==> config.mk <==
export PLATFORM = sky130hd
export DESIGN_NAME = led_bar_pwm
export DESIGN_NICKNAME = d
export VERILOG_FILES = /design/src/rtl/led_bar_pwm.sv
export SDC_FILE = /design/constraint.sdc
export NUM_CORES = 1
export LEC_CHECK = 0
export CORE_UTILIZATION = 49
export DETAILED_ROUTE_END_ITERATION = 8
export PLACE_DENSITY = 0.76
export REMOVE_ABC_BUFFERS = 1
export SETUP_SLACK_MARGIN = 0.05
export SKIP_CTS_REPAIR_TIMING = 1
export SYNTH_ARGS = -nofsm -noshare
export SYNTH_HDL_FRONTEND = slang
export SYNTH_SLANG_ARGS = --single-unit
==> constraint.sdc <==
create_clock -name clk -period 1.65 [get_ports clk]
set_input_delay 0.165 -clock clk [delete_from_list [all_inputs] [get_ports clk]]
set_output_delay 0.165 -clock clk [all_outputs]
set_load 0.05 [all_outputs]
==> src/rtl/led_bar_pwm.sv <==
// LED bar renderer for the 4-bit counter stage: thermometer bar, PWM dimming,
// and a full-bar flash whenever the upstream count wraps.
module led_bar_pwm #(
  parameter int PWM_BITS  = 4,
  parameter int FLASH_LEN = 2
) (
  input  logic                clk,
  input  logic                n_rst,
  input  logic [3:0]          i_level_in,
  input  logic                i_level_vld,
  input  logic [PWM_BITS-1:0] i_brightness,
  output logic [3:0]          o_led_out,
  output logic                o_wrap_pulse,
  output logic                o_flashing
);

  localparam int FC_W = $clog2(FLASH_LEN + 1);

  typedef enum logic {
    S_SHOW  = 1'b0,
    S_FLASH = 1'b1
  } state_t;

  logic [3:0]          r_level_q;
  logic [PWM_BITS-1:0] r_pwm_cnt;
  logic [PWM_BITS-1:0] r_bright_q;
  state_t              r_state;
  logic [FC_W-1:0]     r_flash_cnt;
  logic [3:0]          r_led_out;
  logic                r_wrap_pulse;

  logic [3:0]          w_mask;
  logic                w_pwm_wrap;
  logic                w_pwm_on;
  logic                w_wrap_det;
  state_t              w_state_next;
  logic [FC_W-1:0]     w_flash_cnt_next;
  logic [3:0]          w_led_next;

  // Segment gi lights once the level exceeds 4*gi.
  generate
    for (genvar gi = 0; gi < 4; gi++) begin : g_mask
      assign w_mask[gi] = (r_level_q > 4'(4 * gi));
    end
  endgenerate

  assign w_pwm_wrap = (r_pwm_cnt == {PWM_BITS{1'b1}});
  assign w_pwm_on   = (r_bright_q == {PWM_BITS{1'b1}}) || (r_pwm_cnt < r_bright_q);
  assign w_wrap_det = i_level_vld && (i_level_in < r_level_q);

  always_comb begin
    w_state_next     = r_state;
    w_flash_cnt_next = r_flash_cnt;
    w_led_next       = 4'b0000;
    case (r_state)
      S_SHOW: begin
        if (w_pwm_on) w_led_next = w_mask;
      end
      S_FLASH: begin
        if (w_pwm_on) w_led_next = 4'b1111;
        if (w_pwm_wrap) begin
          if (r_flash_cnt == FC_W'(FLASH_LEN - 1)) begin
            w_state_next     = S_SHOW;
            w_flash_cnt_next = '0;
          end else begin
            w_flash_cnt_next = r_flash_cnt + 1'b1;
          end
        end
      end
      default: w_state_next = S_SHOW;
    endcase
    // A new wrap always (re)starts the flash, even on a PWM period boundary.
    if (w_wrap_det) begin
      w_state_next     = S_FLASH;
      w_flash_cnt_next = '0;
    end
  end

  always_ff @(posedge clk or negedge n_rst) begin
    if (!n_rst) begin
      r_level_q    <= 4'd0;
      r_pwm_cnt    <= '0;
      r_bright_q   <= '0;
      r_state      <= S_SHOW;
      r_flash_cnt  <= '0;
      r_led_out    <= 4'b0000;
      r_wrap_pulse <= 1'b0;
    end else begin
      r_pwm_cnt    <= r_pwm_cnt + 1'b1;
      if (w_pwm_wrap) r_bright_q <= i_brightness;
      if (i_level_vld) r_level_q <= i_level_in;
      r_state      <= w_state_next;
      r_flash_cnt  <= w_flash_cnt_next;
      r_led_out    <= w_led_next;
      r_wrap_pulse <= w_wrap_det;
    end
  end

  assign o_led_out    = r_led_out;
  assign o_wrap_pulse = r_wrap_pulse;
  assign o_flashing   = (r_state == S_FLASH);

endmodule

==> key figures <==
Power
  • Power Density: 754 nW/um^2
  • Leak: 0.548 nW
  • Worst IR Drop VDD: 0.000511 V
  • Tot Pwr: 0.870 mW

Clock tree
  • CTS Buffer Depth: 2
  • CTS tree: done
  • CTS clk-pin slew, worst paths: 0.09 ns
  • # clock sinks: 20
  • Clk_lat worst skew: 0.29 ns
  • Root Buffer: clkbuf_4
  • CTS Buf Count: 3
  • H-tree depth: 1

Drt
  • DRC: 0
  • First-pass DRT Iterations: 3
  • Via count: 606
  • Antenna Nets Post-Route: 0
  • Routed len/inst: 10.3 um
  • Routed WL: 1300 um
  • DRT iter0 DRCs: 3
  • Vias per cell: 4.81

Global routing
  • Initial antenna violation count: 0
  • First-pass GRT wire length: 2230 um
  • Remaining Overflow, GRT: 0
  • Grt met1 use: 21.3%
  • Pin count of the biggest net entering global routing: 21
  • Total GRT Usage: 15.8%
  • GRT busiest layer: met2
  • Vias in the first global route: 523
  • Met2 Use GR: 23.5%
  • Met3 track utilization from global routing: 6.00%

Timing
  • Rel. slew slack: 66.4%
  • Clock Skews: 0.00250 ns
  • # setup viols final: 0
  • Final period utilization: 89.1%
  • RSZ-0062 raised after global routing: no
  • Final Max Tran Viols: 0
  • Peak Freq: 680 MHz
  • Final hold viol count: 0
  • Setup TNS: 0 ns
  • Minimum clock period after layout: 1.47 ns
  • Slew @ Worst Pin: 0.503 ns

Setup path
  • WP data arrival: 1.66 ns
  • CP Capture Type: flop
  • Worst Path Required: 1.84 ns
  • Worst Path Max Fanout: 6
  • Critical path class: reg2reg
  • Crit path launch type: flop

Final layout
  • Post-Route Utilization: 66.8%
  • Nets@finish: 121
  • Diodes inserted: 0
  • Share of layout cells above drive strength 1: 13.9%
  • Area Growth Syn to Fin: 27.2%
  • Layout Cells excl Fill: 126

Logic synthesis
  • Cell variety after synth: 22
  • Synthesized area per cell: 11.5 um^2
  • Ys async rst share: 100%
  • Main synth FF type: dfrtp_1
  • #FFs+latches synth: 20
  • Post-synthesis instance total: 79
  • Mapped Area: 907 um^2
  • Syn. warnings: 0
  • Number of synthesized flops with an enable pin: 0
  • Sequential fraction of the synthesis area: 55.2%

Min path
  • Hold Path Class: in2async

Die
  • Die extent in y: 45.0 um
  • Die area: 2030 um^2
  • Core area: 1730 um^2
  • Io pins: 17
  • FP Rows: 15
  • Die width: 45.0 um
  • Initial Utilization: 52.5%

Run status
  • Outcome: finished clean

Placement
  • HPWL Detailed: 1050 um
  • Final Wtd Congestion: 0.714
  • PortBufs: 16
  • Total placed cells including tap cells: 123

Flow run
  • # Max-Cap Violations: 0
## cells by family (layout without fill, tap and decap cells)
family | Yosys count | in the layout | synth area share, %
and+or+nand+nor | 22 | 22 | 13.1
buffers and inverters | 8 | 30 | 3.31
xor gates and xnor gates | 3 | 3 | 2.90
muxes | 5 | 5 | 6.21
adders and majority gates | 7 | 7 | 9.65
DFF | 20 | 20 | 55.2
AOI/OAI and AO/OA | 14 | 14 | 9.65
## per-layer routing
metal | up-vias | wire length, um | part of all wire (%)
li1 | 316 | - | -
met1 | 275 | 626 | 48
met2 | 13 | 604 | 46
met3 | 2 | 63 | 4.8
met4 | 0 | 9 | 0.69
met5 | - | 0 | 0
## worst max-delay path: stages (launching register included)
cell	delay (ns)
dfrtp_1	0.40
ha_1	0.27
nand3_4	0.13
or3b_1	0.40
a21o_1	0.18
## final timing paths
path,startpoint,to,slack [ns],cells past startpoint
max reg2reg,r_pwm_cnt[0]$_DFF_PN0_,o_flashing$_DFF_PN0_,0.18,4
min in group clk,i_level_in[1],r_level_q[1]$_DFFE_PN0P_,0.48,3
max in group asynchronous,n_rst,r_pwm_cnt[0]$_DFF_PN0_,1.25,2
min reg2reg,r_pwm_cnt[0]$_DFF_PN0_,r_pwm_cnt[0]$_DFF_PN0_,0.49,1
min,n_rst,o_flashing$_DFF_PN0_,0.21,2
max,r_pwm_cnt[0]$_DFF_PN0_,o_flashing$_DFF_PN0_,0.18,4
## stage by stage
step	setup slack (ns)	hold WS (ns)	instance area [um^2]
CTS	0.0334	0.201	1140
global placement	0.152	0.469	1120
global route	0.112	0.210	1150
detailed placement	0.135	0.472	1120
floorplan	0.271	-0.131	907
finish	0.179	0.206	1150
## synthesized netlist by cell type (2+ instances only)
cell type | n | share of area [%]
a211oi_1 | 2 | 1.7
a21o_1 | 2 | 1.7
a31oi_1 | 2 | 1.4
dfrtp_1 | 20 | 55
ha_1 | 7 | 9.7
inv_1 | 8 | 3.3
mux2_2 | 5 | 6.2
nand2_1 | 6 | 2.5
nand2b_1 | 2 | 1.4
nand4_1 | 2 | 1.4
nor2_1 | 6 | 2.5
o21ai_0 | 6 | 3.3
xor2_1 | 2 | 1.9
## area by class of cell
type                       count  area, um^2
tap                           25        31.3
sequential                    20         500
clock buffer                   3        22.5
multi-input combinational     51         377
inverter                       8        30.0
fill                         143         573
timing repair buffer          19         193
## power breakdown
part           switching, mW  leakage (nW)  internal (mW)
clock network          0.125        0.0138         0.0849
logic                 0.0664         0.304         0.0617
registers             0.0182         0.230          0.514
total                  0.209         0.548          0.661
## flip-flops by register name, indices dropped and copies added, names as in the netlist
| name | cells |
|---|---|
| r_pwm_cnt | 4 |
| o_flashing | 1 |
| o_wrap_pulse | 1 |
| o_led_out | 4 |
| r_bright_q | 4 |
| r_flash_cnt | 2 |
| r_level_q | 4 |
## cell usage in the layout (no fill, tap or decap), types with 3 or more instances in the layout
| cell | netlist | routed |
|---|---|---|
| clkdlybuf4s50_1 | 0 | 10 |
| inv_1 | 8 | 8 |
| nor2_1 | 6 | 6 |
| o21ai_0 | 6 | 6 |
| ha_1 | 7 | 7 |
| mux2_2 | 5 | 5 |
| dlymetal6s2s_1 | 0 | 5 |
| nand2_1 | 6 | 6 |
| buf_4 | 0 | 4 |
| clkbuf_4 | 0 | 3 |
| dfrtp_1 | 20 | 20 |
Power figures use the tool's default switching activity.
